**src/rtl/ps2_kbd_receiver_pkg.sv**
```systemverilog
// Shared types and constants for the PS/2 keyboard receiver.
// Holds scan-code prefixes, frame FSM states, the queued event record and the frame check.
package ps2_pkg;

    localparam logic [7:0] SC_EXT     = 8'hE0;
    localparam logic [7:0] SC_BRK     = 8'hF0;
    localparam int         FRAME_BITS = 11;

    typedef enum logic [1:0] {
        IDLE,
        SHIFT,
        CHECK
    } frame_state_t;

    typedef struct packed {
        logic       ext;
        logic       brk;
        logic [7:0] code;
    } kbd_event_t;

    // Start bit low, stop bit high, odd parity over data+parity.
    function automatic logic frame_ok(input logic [FRAME_BITS-1:0] f);
        return (f[0] == 1'b0) && (f[10] == 1'b1) && (^f[9:1] == 1'b1);
    endfunction

endpackage

```
**src/rtl/ps2_kbd_receiver_if.sv**
```systemverilog
// Event stream between the PS/2 receiver (master) and a keyboard consumer (slave).
interface ps2_kbd_receiver_if #(
    parameter int LEVEL_W = 4
);
    logic               valid;
    logic               ready;
    logic [7:0]         code;
    logic               ext;
    logic               brk;
    logic [LEVEL_W-1:0] level;

    modport master (output valid, code, ext, brk, level, input ready);
    modport slave  (input valid, code, ext, brk, level, output ready);
endinterface

```
**src/rtl/ps2_kbd_receiver_event_fifo.sv**
```systemverilog
// First-word-fall-through synchronous FIFO for key events.
// Push while full is accepted only when a pop happens in the same cycle.
module ps2_event_fifo #(
    parameter int DEPTH = 8,
    parameter int WIDTH = 10
) (
    input  logic                       i_clk,
    input  logic                       i_clr_n,
    input  logic                       i_push,
    input  logic [WIDTH-1:0]           i_wdata,
    input  logic                       i_pop,
    output logic [WIDTH-1:0]           o_rdata,
    output logic                       o_full,
    output logic                       o_empty,
    output logic [$clog2(DEPTH):0]     o_level
);
    localparam int             AW       = $clog2(DEPTH);
    localparam logic [AW:0]    FULL_LVL = DEPTH[AW:0];

    logic [AW:0]      r_wr;
    logic [AW:0]      r_rd;
    logic [WIDTH-1:0] r_mem [DEPTH];
    logic             w_pop;
    logic             w_push;

    assign o_level = r_wr - r_rd;
    assign o_empty = (o_level == '0);
    assign o_full  = (o_level == FULL_LVL);
    assign w_pop   = i_pop & ~o_empty;
    assign w_push  = i_push & (~o_full | w_pop);

    always_ff @(posedge i_clk or negedge i_clr_n) begin
        if (!i_clr_n) begin
            r_wr <= '0;
            r_rd <= '0;
        end else begin
            if (w_push) r_wr <= r_wr + 1'b1;
            if (w_pop)  r_rd <= r_rd + 1'b1;
        end
    end

    always_ff @(posedge i_clk) begin
        if (w_push) r_mem[r_wr[AW-1:0]] <= i_wdata;
    end

    // Zero the head when empty so outputs read 0 while in reset.
    assign o_rdata = o_empty ? '0 : r_mem[r_rd[AW-1:0]];

endmodule

```
**src/rtl/ps2_kbd_receiver.sv**
```systemverilog
// PS/2 keyboard receiver: line sync/deglitch, 11-bit deframing with watchdog,
// E0/F0 prefix folding and a FWFT event queue with sticky overflow.
module ps2_kbd_receiver
    import ps2_pkg::*;
#(
    parameter int FIFO_DEPTH     = 8,
    parameter int FILTER_LEN     = 4,
    parameter int TIMEOUT_CYCLES = 50000,
    parameter int DECODE_EN      = 1
) (
    input  logic                       i_clk,
    input  logic                       i_clr_n,
    input  logic                       i_ps2_clk,
    input  logic                       i_ps2_data,
    ps2_kbd_receiver_if.master         evt,
    output logic                       o_overflow,
    input  logic                       i_ovf_clr,
    output logic                       o_frame_err,
    output logic [7:0]                 o_brk_count
);
    localparam int FIFO_AW = $clog2(FIFO_DEPTH);
    localparam int FCNT_W  = (FILTER_LEN > 1) ? $clog2(FILTER_LEN) : 1;
    localparam int WDOG_W  = $clog2(TIMEOUT_CYCLES + 1);

    logic                  r_clk_s1, r_clk_s2, r_dat_s1, r_dat_s2;
    logic                  r_filt, r_filt_d;
    logic [FCNT_W-1:0]     r_fcnt;
    frame_state_t          r_state, w_next;
    logic [FRAME_BITS-1:0] r_bits;
    logic [3:0]            r_bit_cnt;
    logic [WDOG_W-1:0]     r_wdog;
    logic                  r_ext_f, r_brk_f;
    logic                  w_strobe, w_timeout, w_push, w_err, w_clr_f;
    logic                  w_set_ext, w_set_brk, w_is_brk;
    logic                  w_pop, w_full, w_empty, w_drop;
    logic [FIFO_AW:0]      w_level;
    kbd_event_t            w_wevt, w_revt;

    // Synchronisers idle high; the filter only follows a level held FILTER_LEN samples.
    always_ff @(posedge i_clk or negedge i_clr_n) begin
        if (!i_clr_n) begin
            {r_clk_s1, r_clk_s2, r_dat_s1, r_dat_s2, r_filt, r_filt_d} <= '1;
            r_fcnt <= '0;
        end else begin
            r_clk_s1 <= i_ps2_clk;
            r_clk_s2 <= r_clk_s1;
            r_dat_s1 <= i_ps2_data;
            r_dat_s2 <= r_dat_s1;
            r_filt_d <= r_filt;
            if (r_clk_s2 == r_filt) begin
                r_fcnt <= '0;
            end else if (r_fcnt == FCNT_W'(FILTER_LEN - 1)) begin
                r_filt <= r_clk_s2;
                r_fcnt <= '0;
            end else begin
                r_fcnt <= r_fcnt + 1'b1;
            end
        end
    end

    assign w_strobe  = r_filt_d & ~r_filt;
    assign w_timeout = (r_state == SHIFT) && !w_strobe && (r_wdog == WDOG_W'(TIMEOUT_CYCLES - 1));

    always_ff @(posedge i_clk or negedge i_clr_n) begin
        if (!i_clr_n) r_state <= IDLE;
        else          r_state <= w_next;
    end

    always_comb begin
        w_next = r_state;
        unique case (r_state)
            IDLE:    if (w_strobe) w_next = SHIFT;
            SHIFT: begin
                if (w_timeout) w_next = IDLE;
                else if (w_strobe && r_bit_cnt == 4'(FRAME_BITS - 1)) w_next = CHECK;
            end
            CHECK:   w_next = IDLE;
            default: w_next = IDLE;
        endcase
    end

    always_comb begin
        w_push    = 1'b0;
        w_err     = 1'b0;
        w_clr_f   = 1'b0;
        w_set_ext = 1'b0;
        w_set_brk = 1'b0;
        w_is_brk  = 1'b0;
        case (r_state)
            SHIFT: if (w_timeout) begin
                w_err   = 1'b1;
                w_clr_f = 1'b1;
            end
            CHECK: begin
                if (!frame_ok(r_bits)) begin
                    w_err = 1'b1;
                end else begin
                    w_is_brk = (r_bits[8:1] == SC_BRK);
                    if (DECODE_EN != 0 && r_bits[8:1] == SC_EXT) begin
                        w_set_ext = 1'b1;
                    end else if (DECODE_EN != 0 && w_is_brk) begin
                        w_set_brk = 1'b1;
                    end else begin
                        w_push  = 1'b1;
                        w_clr_f = 1'b1;
                    end
                end
            end
            default: ;
        endcase
    end

    always_ff @(posedge i_clk or negedge i_clr_n) begin
        if (!i_clr_n) begin
            r_bits    <= '0;
            r_bit_cnt <= '0;
            r_wdog    <= '0;
        end else if (w_strobe) begin
            r_wdog <= '0;
            if (r_state == IDLE) begin
                r_bits[0] <= r_dat_s2;
                r_bit_cnt <= 4'd1;
            end else if (r_state == SHIFT) begin
                r_bits[r_bit_cnt] <= r_dat_s2;
                r_bit_cnt         <= r_bit_cnt + 1'b1;
            end
        end else if (r_state == SHIFT) begin
            r_wdog <= r_wdog + 1'b1;
        end
    end

    assign w_pop  = evt.valid & evt.ready;
    assign w_drop = w_push & w_full & ~w_pop;

    always_ff @(posedge i_clk or negedge i_clr_n) begin
        if (!i_clr_n) begin
            r_ext_f     <= 1'b0;
            r_brk_f     <= 1'b0;
            o_frame_err <= 1'b0;
            o_overflow  <= 1'b0;
            o_brk_count <= '0;
        end else begin
            if (w_clr_f)   {r_ext_f, r_brk_f} <= 2'b00;
            if (w_set_ext) r_ext_f <= 1'b1;
            if (w_set_brk) r_brk_f <= 1'b1;
            if (w_is_brk)  o_brk_count <= o_brk_count + 8'd1;
            o_frame_err <= w_err;
            o_overflow  <= w_drop | (o_overflow & ~i_ovf_clr);
        end
    end

    assign w_wevt = {r_ext_f, r_brk_f, r_bits[8:1]};

    ps2_event_fifo #(
        .DEPTH (FIFO_DEPTH),
        .WIDTH ($bits(kbd_event_t))
    ) u_fifo (
        .i_clk   (i_clk),
        .i_clr_n (i_clr_n),
        .i_push  (w_push),
        .i_wdata (w_wevt),
        .i_pop   (w_pop),
        .o_rdata (w_revt),
        .o_full  (w_full),
        .o_empty (w_empty),
        .o_level (w_level)
    );

    assign evt.valid = ~w_empty;
    assign evt.code  = w_revt.code;
    assign evt.ext   = w_revt.ext;
    assign evt.brk   = w_revt.brk;
    assign evt.level = w_level;

endmodule

```
**src/flat_wrapper.sv**
```systemverilog
// flat-port wrapper written by rule: the top's interface ports become plain ports
module ps2_kbd_receiver_flat import ps2_pkg::*;
#(
    parameter int FIFO_DEPTH     = 8,
    parameter int FILTER_LEN     = 4,
    parameter int TIMEOUT_CYCLES = 50000,
    parameter int DECODE_EN      = 1
)
  (i_clk, i_clr_n, i_ps2_clk, i_ps2_data, o_overflow, i_ovf_clr, o_frame_err, o_brk_count, evt_valid, evt_code, evt_ext, evt_brk, evt_level, evt_ready);
  ps2_kbd_receiver_if #(.LEVEL_W(($clog2((8)) + 1))) evt_i ();
  input  logic i_clk;
  input  logic i_clr_n;
  input  logic i_ps2_clk;
  input  logic i_ps2_data;
  output logic o_overflow;
  input  logic i_ovf_clr;
  output logic o_frame_err;
  output logic [7:0] o_brk_count;
  output wire logic [$bits(evt_i.valid)-1:0] evt_valid;
  output wire logic [$bits(evt_i.code)-1:0] evt_code;
  output wire logic [$bits(evt_i.ext)-1:0] evt_ext;
  output wire logic [$bits(evt_i.brk)-1:0] evt_brk;
  output wire logic [$bits(evt_i.level)-1:0] evt_level;
  input wire logic [$bits(evt_i.ready)-1:0] evt_ready;
  assign evt_valid = evt_i.valid;
  assign evt_code = evt_i.code;
  assign evt_ext = evt_i.ext;
  assign evt_brk = evt_i.brk;
  assign evt_level = evt_i.level;
  assign evt_i.ready = evt_ready;
  ps2_kbd_receiver #(.FIFO_DEPTH(FIFO_DEPTH), .FILTER_LEN(FILTER_LEN), .TIMEOUT_CYCLES(TIMEOUT_CYCLES), .DECODE_EN(DECODE_EN)) u_core (.i_clk(i_clk), .i_clr_n(i_clr_n), .i_ps2_clk(i_ps2_clk), .i_ps2_data(i_ps2_data), .evt(evt_i), .o_overflow(o_overflow), .i_ovf_clr(i_ovf_clr), .o_frame_err(o_frame_err), .o_brk_count(o_brk_count));
endmodule
```
**config.mk**
```make
export PLATFORM = sky130hd
export DESIGN_NAME = ps2_kbd_receiver_flat
export DESIGN_NICKNAME = d
export VERILOG_FILES = /design/src/rtl/ps2_kbd_receiver_pkg.sv /design/src/rtl/ps2_kbd_receiver_if.sv /design/src/rtl/ps2_kbd_receiver_event_fifo.sv /design/src/rtl/ps2_kbd_receiver.sv /design/src/flat_wrapper.sv
export SDC_FILE = /design/constraint.sdc
export NUM_CORES = 1
export LEC_CHECK = 0
export CORE_ASPECT_RATIO = 1.75
export CORE_MARGIN = 3
export CORE_UTILIZATION = 55
export DETAILED_ROUTE_END_ITERATION = 8
export PLACE_DENSITY = 0.74
export SYNTH_ARGS = -nofsm -noshare
export SYNTH_HDL_FRONTEND = slang
export SYNTH_SLANG_ARGS = --single-unit
```
**constraint.sdc**
```tcl
create_clock -name i_clk -period 8 [get_ports i_clk]
set_input_delay 0.8 -clock i_clk [delete_from_list [all_inputs] [get_ports i_clk]]
set_output_delay 0.8 -clock i_clk [all_outputs]
set_load 0.02 [all_outputs]
```
==> results of run 1 <==
-- layout by cell type, fill, tap and decap left out, types with 3 or more instances in the layout --
cell type        netlist  final
nor4_2                 0      4
nand3_1                9      9
nand4_1               10     10
nor2b_1                3      3
mux4_2                20     20
and3_1                 4      4
dfrtp_1               55     55
dfstp_2                6      6
mux2_1                 4      4
clkbuf_16              0     17
bufinv_16              0      5
nor2_1                20     20
nor3_1                10      9
inv_1                 21     21
xnor2_1               16     16
buf_4                  1     10
xor2_1                14     14
clkdlybuf4s50_1        0     29
o21ai_0                4      4
mux2_2                10     10
a21oi_1               17     17
nor3b_1                3      3
or3_1                  3      3
edfxtp_1              80     80
nand2_1               44     44
inv_6                  0      3
ha_1                  20     20
clkinvlp_4             0      4
-- final cells by class --
class / instances / area (um2)
flip-flops and latches: 141 / 3936
fillers: 741 / 3517
multi-input cells: 254 / 2176
clock buffers: 18 / 429.2
repair buffers: 40 / 370.4
clock inverters: 14 / 215.2
well taps: 130 / 162.7
inverters: 21 / 78.83
-- routing by layer --
metal | vias up | GRT usage (%)
li1 | 1669 | -
met1 | 1860 | 22.09
met2 | 66 | 36.12
met3 | 13 | 6.004
met4 | 0 | 7.722
met5 | - | 0
-- kinds of logic (layout without fill, tap and decap cells) --
group	Yosys count	in the layout
AOI/OAI and AO/OA	39	39
adders and majority gates	21	21
buffers and inverters	37	93
DFF	141	141
muxes	36	36
xor gates and xnor gates	33	33
and+or+nand+nor	125	125
-- power breakdown --
group | total, mW | internal [mW] | switching (mW)
Combinational | 0.688 | 0.328 | 0.360
Sequential | 0.933 | 0.839 | 0.0938
Clock | 0.851 | 0.554 | 0.297
-- sequential cells by signal, summed over array words and instances, names as in the netlist, 2 cells and up --
register	cells
u_core.o_brk_count	8
u_core.r_fcnt	2
u_core.r_state	2
u_core.u_fifo.r_mem	80
u_core.r_bit_cnt	4
u_core.u_fifo.r_wr	4
u_core.r_bits	11
u_core.r_wdog	16
u_core.u_fifo.r_rd	4
-- stage by stage --
step | power, mW | cell area, um2 | std cells | hold WS, ns
final | 2.472 | 7368 | 618 | 0.3544
after global routing | 2.595 | 7368 | 618 | 0.3574
after CTS | 2.499 | 7368 | 618 | 0.3550
after detailed placement | 1.638 | 6724 | 586 | 0.3470
after global placement | 1.617 | 6724 | 586 | 0.3463
after floorplan | 1.401 | 6235 | 432 | 0.3452
-- how the worst max path moves through the flow --
stage	slack (ns)	depth (start not counted)	from	endpoint
after floorplan	4.32	9	u_core.u_fifo.r_rd[1]	u_core.u_fifo.r_mem[0][0]
after global placement	4.05	8	u_core.u_fifo.r_rd[1]	evt_code[2]
after detailed placement	3.98	8	u_core.u_fifo.r_rd[1]	evt_code[3]
after CTS	3.47	8	u_core.u_fifo.r_rd[1]	evt_code[3]
after global routing	3.31	8	u_core.u_fifo.r_rd[1]	evt_code[3]
final	3.53	8	u_core.u_fifo.r_rd[1]	evt_code[3]
==> results by group, run 1 <==
Setup path
  – Flop2flop setup slack: 4.24 ns
  – Number of cells on the worst reg-to-reg path: 7
  – Reg2reg end: u_core.u_fifo.r_mem[6][0]
  – Crit path capture type: primary output
  – Type of origin of the critical path: register
  – Worst path bufs/invs: 3
  – Critical Path AT: 3.67 ns
  – Worst Path Required: 7.20 ns
  – Max Fanout on Critical Path: 24
  – Cells along the critical path: inv_1 > fa_1 > xor2_1 > or3_1 > nor3b_1 > buf_4 > a21oi_1 > clkdlybuf4s50_1
  – Crit-path slowest cell: dfrtp_1
  – Critical Path Max Stage Delay: 1.00 ns
  – WS Path Type: register to primary output
  – CP delay by family, top: flip-flops
  – R2R Path Start: u_core.u_fifo.r_rd[1]

CTS
  – # H-tree levels: 4
  – Clock Latency Late Sink: 0.41 ns
  – CTS-repair resized insts: 0
  – CTS Hold Bufs: 0
  – Setup Buffers After CTS: 0
  – Num CTS Buffers: 17
  – Clock tree sinks: 141
  – CTS tree: built
  – CTS clk-pin slew, worst paths: 0.06 ns
  – Clock buffer depth: 2
  – CTS root buf: clkbuf_16

Power and ir drop
  – VDD IR max: 0.0002911 V
  – PwrDens: roughly 340 nW/um2
  – P_leak: approximately 2.8 nW

Routing
  – # DRC: 0
  – Post-Route WL: 11820 um
  – Drt wl/cell: between 15 and 20 um
  – Vias per Instance: 5.838
  – Wire length on met2: 6804 um
  – Max layer used: met4
  – DRT Pass-1 Iters: 4
  – M1 WL: 4458 um
  – Vias: 3608
  – WL met3: 375 um
  – DRT antenna net count: 0
  – Iter 0 DRT Violations: 255

Die
  – Rows: 50
  – Initial Utilization: a little under three fifths
  – Die Ht: 146.8 um
  – Die area: 12700 um2
  – Core area: between 10000 and 15000 um2
  – Die X: 86.49 um
  – IO Pins: 31

Global route
  – GRT overflow: 0
  – Global-route wire length before repair: 19250 um
  – Largest net degree at the start of global routing: just over 60
  – Initial antenna violation count: 0
  – Vias in the first global route: 3856
  – Overall Global Routing Usage: roughly 20%

Synthesis
  – Top post-synthesis cells by area: edfxtp_1 (39%), dfrtp_1 (22%), mux4_2 (7.2%)
  – Mapped Cells: approximately 430
  – Main combinational cell family by area after synthesis: simple AND/OR/NAND/NOR gates
  – #FFs+latches synth: 141
  – Post-synthesis compound-gate area fraction: 4.154%
  – Mux cell area share after synthesis: 10.15%
  – Synthesized Nets: 459
  – Dominant synthesized flop cell: edfxtp_1
  – Synth warnings: 0
  – Avg Cell Area, Syn: 14.43 um2
  – Post-synth EDFFs: 80
  – Sequential element share of the synthesized area: 63.13%
  – Cell variety after synth: 55
  – Synth Area in XOR/XNOR: 5.117%
  – Synth Cell Area: 6235 um2
  – Top-area cell type share of the netlist area: 38.53%
  – Simple-Gate Fraction of Synth Area: 10.66%
  – Most frequent cells after synthesis: edfxtp_1 (80), dfrtp_1 (55), nand2_1 (44)
  – Post-synthesis adder-cell area fraction: 4.335%
  – Most common cell in the netlist: edfxtp_1
  – Dominant cell type by area after synthesis: edfxtp_1
  – Async set-reset flop share out of synthesis: a little over two fifths

Layout
  – Final core occ: 67.69%
  – Nets: 502
  – Layout overhead on the synthesized area: 18.18%
  – Diode count: 0
  – Layout cells sized above 1: 19.06%

Place
  – Input/output buffers: 30
  – Detail Placement HPWL: ~7700 um
  – RePlAce Congestion: 0.8193
  – Pre-CTS setup slack: 3.978 ns

Outcome
  – Status: complete, no violations

Timing
  – RSZ-0062 raised after global routing: false
  – Post-route minimum period: 4.466 ns
  – Final period util: a little under three fifths
  – Final Hold Viols: 0
  – Final setup skew: 0.009274 ns
  – Final setup violation count: 0
  – Pins over their slew limit: 0
  – Slew @ Worst Pin: 1.058 ns
  – Final WS setup: 3.534 ns
  – Peak Freq: 0.2239 GHz
  – Slew margin rel.: 29.49%
  – Final TNS setup: 0 ns

Worst hold path
  – Hold Path Sink: u_core.r_dat_s2
  – Worst hold path depth: 0
  – Hold wc startpoint: u_core.r_dat_s1
  – Hold crit path type: register to register

Run
  – Max-cap check violation count: 0
No activity file was read; power rests on OpenSTA's default activity.
==> run 2: changes to the inputs <==
Settings changed: CORE_UTILIZATION 55 to 54, PLACE_DENSITY 0.74 to 0.76.
Clock period 8 ns to 3.9 ns, I/O delays scaled along.
==> run 2 against run 1 <==
Against the previous run:
- utilization down 2.0 points
- setup slack worse by 3.3 ns
- cell count up 0.97%
- clock skew down 0.00070 ns
- count of clock-buffer cells in the layout down 1
- total power up 100%
- sequential share of layout area about the same
- die area up 1.7%
- critical endpoint is now evt_code[4]
- highest routed layer unchanged
==> results by group, run 2 (synthesized netlist as in run 1, its figures left out) <==
Layout
  – Final core occ: 65.64% (was 67.69%)
  – Fill count: 801 (was 741)
  – Diode count: 0 (unchanged)
  – Layout cells sized above 1: 19.92% (was 19.06%)
  – Fin area: 7372 um2 (was 7368 um2)
  – Non-filler instance count after layout: 624 (was 618)
  – Layout overhead on the synthesized area: 18.24% (was 18.18%)
  – Most common cell after layout, fill and taps aside: edfxtp_1 (unchanged)
  – Commonest non-fill, non-tap cells in the layout: edfxtp_1 (80), dfrtp_1 (55), nand2_1 (44), clkdlybuf4s50_1 (29) (was edfxtp_1 (80), dfrtp_1 (55), nand2_1 (44), clkdlybuf4s50_1 (29), inv_1 (21))
  – Max reg flops: 80 (unchanged)
  – Nets: 506 (was 502)

Outcome
  – Status: complete, no violations (unchanged)

CTS
  – Clock tree sinks: 141 (unchanged)
  – Num CTS Buffers: 17 (unchanged)
  – CTS tree: built (unchanged)
  – Clock Latency Late Sink: 0.41 ns (about the same)
  – CTS Hold Bufs: 0 (unchanged)
  – Clock buffer depth: 2 (unchanged)
  – CTS root buf: clkbuf_16 (unchanged)
  – CTS clk-pin slew, worst paths: 0.06 ns (about the same)
  – # H-tree levels: 4 (unchanged)

Place
  – Placed Cells: 592 (was 586)
  – Pre-CTS setup slack: 0.5809 ns (was 3.978 ns)
  – Detail Placement HPWL: 7657 um (was 7721 um)
  – Post-placement cell area: 6751 um2 (was 6724 um2)
  – RePlAce Congestion: 0.7911 (was 0.8193)
  – Input/output buffers: 30 (unchanged)

Routing
  – Vias per Instance: 5.848 (was 5.838)
  – Drt wl/cell: 19.12 um (was 19.13 um)
  – # DRC: 0 (unchanged)
  – DRT antenna net count: 0 (unchanged)
  – Vias: 3649 (was 3608)
  – Post-Route WL: 11930 um (was 11820 um)
  – Iter 0 DRT Violations: 233 (was 255)
  – DRT Pass-1 Iters: 4 (unchanged)

Timing
  – Final period util: 94.89%
  – Final WS setup: 0.1993 ns (was 3.534 ns)
  – Pins over their slew limit: 0 (unchanged)
  – Final Hold Viols: 0 (unchanged)
  – Final setup violation count: 0 (unchanged)
  – Worst Hold Slack: 0.02854 ns (was 0.3544 ns)
  – RSZ-0062 raised after global routing: false (unchanged)
  – Peak Freq: 0.2702 GHz
  – Post-route minimum period: around 3.7 ns
  – Slew margin rel.: 52.27% (was 29.49%)
  – Final TNS setup: 0 ns (unchanged)
  – Final setup skew: 0.008577 ns (was 0.009274 ns)
  – Slew @ Worst Pin: 0.7159 ns (was 1.058 ns)

Setup path
  – CP delay by family, top: buffers and inverters (was flip-flops)
  – Type of origin of the critical path: register (unchanged)
  – Crit path capture type: primary output (unchanged)
  – R2R Path Start: u_core.u_fifo.r_wr[0] (was u_core.u_fifo.r_rd[1])
  – Max Fanout on Critical Path: 13 (was 24)
  – WS Path Type: register to primary output (unchanged)
  – Critical Path Max Stage Delay: 0.54 ns (was 1.00 ns)
  – Setup crit start: u_core.u_fifo.r_wr[0] (was u_core.u_fifo.r_rd[1])
  – Critical Path AT: 3.31 ns (was 3.67 ns)
  – Worst path bufs/invs: 4 (was 3)
  – Crit-path slowest cell: clkdlybuf4s50_1 (was dfrtp_1)
  – Worst Path Required: 3.51 ns (was 7.20 ns)
  – Cells along the critical path: inv_2 > ha_1 > inv_1 > fa_1 > or3_1 > nor3b_1 > buf_4 > a21oi_1 > clkdlybuf4s50_1 (was inv_1 > fa_1 > xor2_1 > or3_1 > nor3b_1 > buf_4 > a21oi_1 > clkdlybuf4s50_1)

Power and ir drop
  – Combinational group share of total power: 29.4% (was 27.8%)
  – VDD IR max: 0.0004994 V (was 0.0002911 V)
  – Sequential share of power: 37.3% (was 37.7%)
  – Pint: 3.472 mW (was 1.721 mW)
  – NetSw: 1.536 mW (was 0.7501 mW)
  – P_leak: 2.794 nW (was 2.784 nW)
  – PwrDens: 679.4 nW/um2 (was 335.4 nW/um2)
  – Tot Pwr: 5.008 mW (was 2.472 mW)
  – Switching portion of total power: 30.67% (was 30.35%)
  – Clock network power share: 33.3% (was 34.4%)

Worst hold path
  – Hold crit path type: primary input to async pin (was register to register)

Die
  – Initial Utilization: 55.51% (was 57.28%)
  – Die X: 87.23 um (was 86.49 um)
  – IO Pins: 31 (unchanged)
  – Die Ht: 148.1 um (was 146.8 um)
  – Core area: 11230 um2 (was 10890 um2)
  – Rows: 51 (was 50)
  – Die area: 12920 um2 (was 12700 um2)

Global route
  – Overall Global Routing Usage: 20.31% (was 20.22%)
  – GRT overflow: 0 (unchanged)
  – Initial antenna violation count: 0 (unchanged)
  – Global routing usage on met3: 4.933% (was 6.004%)
  – Largest net degree at the start of global routing: 33 (was 62)
  – GRT met2 Usage: 38.32% (was 36.12%)
  – Met1 usage: 21.11% (was 22.09%)
  – Vias in the first global route: 3878 (was 3856)
  – Grt peak-use layer: met2 (unchanged)
  – Global-route wire length before repair: 19480 um (was 19250 um)

Run
  – Max-cap check violation count: 0 (unchanged)
==> run 2: final cells by class <==
| cell class | count | area (um2) | area share (%) |
|---|---|---|---|
| inverters | 21 | 78.83 | 1.069 |
| well taps | 132 | 165.2 | 2.240 |
| clock inverters | 15 | 195.2 | 2.648 |
| clock buffers | 17 | 425.4 | 5.771 |
| repair buffers | 44 | 400.4 | 5.431 |
| multi-input cells | 254 | 2171 | 29.45 |
| flip-flops and latches | 141 | 3936 | 53.39 |
==> run 2: per-layer routing <==
metal	routed length (um)	vias to the layer above	part of all wire [%]
li1	-	1685	-
met1	4242	1864	36
met2	7090	81	59
met3	360	19	3.0
met4	234	0	2.0
met5	0	-	0
==> run 2: worst paths after layout <==
kind                                              to  slack, ns  cells after the start
max                                      evt_code[4]       0.20                      9
min                                 u_core.r_wdog[5]       0.03                      1
max reg2reg                u_core.u_fifo.r_mem[4][3]       0.72                      9
min reg2reg                          u_core.r_clk_s2       0.36                      0
max in group asynchronous            u_core.r_clk_s1       2.98                      2
min in group i_clk                   u_core.r_clk_s2       0.36                      0
==> run 2: timing repair <==
item                       in CTS  in global routing
gates resized for setup         0                  1
setup endpoints to repair       0                 11
setup buffers                   0                  0
==> run 2: power groups by stage <==
| stage | Clock, mW | Combinational (mW) | Sequential [mW] |
|---|---|---|---|
| 6_report | 1.67 | 1.47 | 1.87 |
| 5_1_grt | 1.76 | 1.60 | 1.89 |
| 4_1_cts | 1.69 | 1.50 | 1.87 |
| 3_5_place_dp | 0 | 1.48 | 1.90 |
| 3_3_place_gp | 0 | 1.44 | 1.89 |
| 2_1_floorplan | 0 | 1.03 | 1.84 |
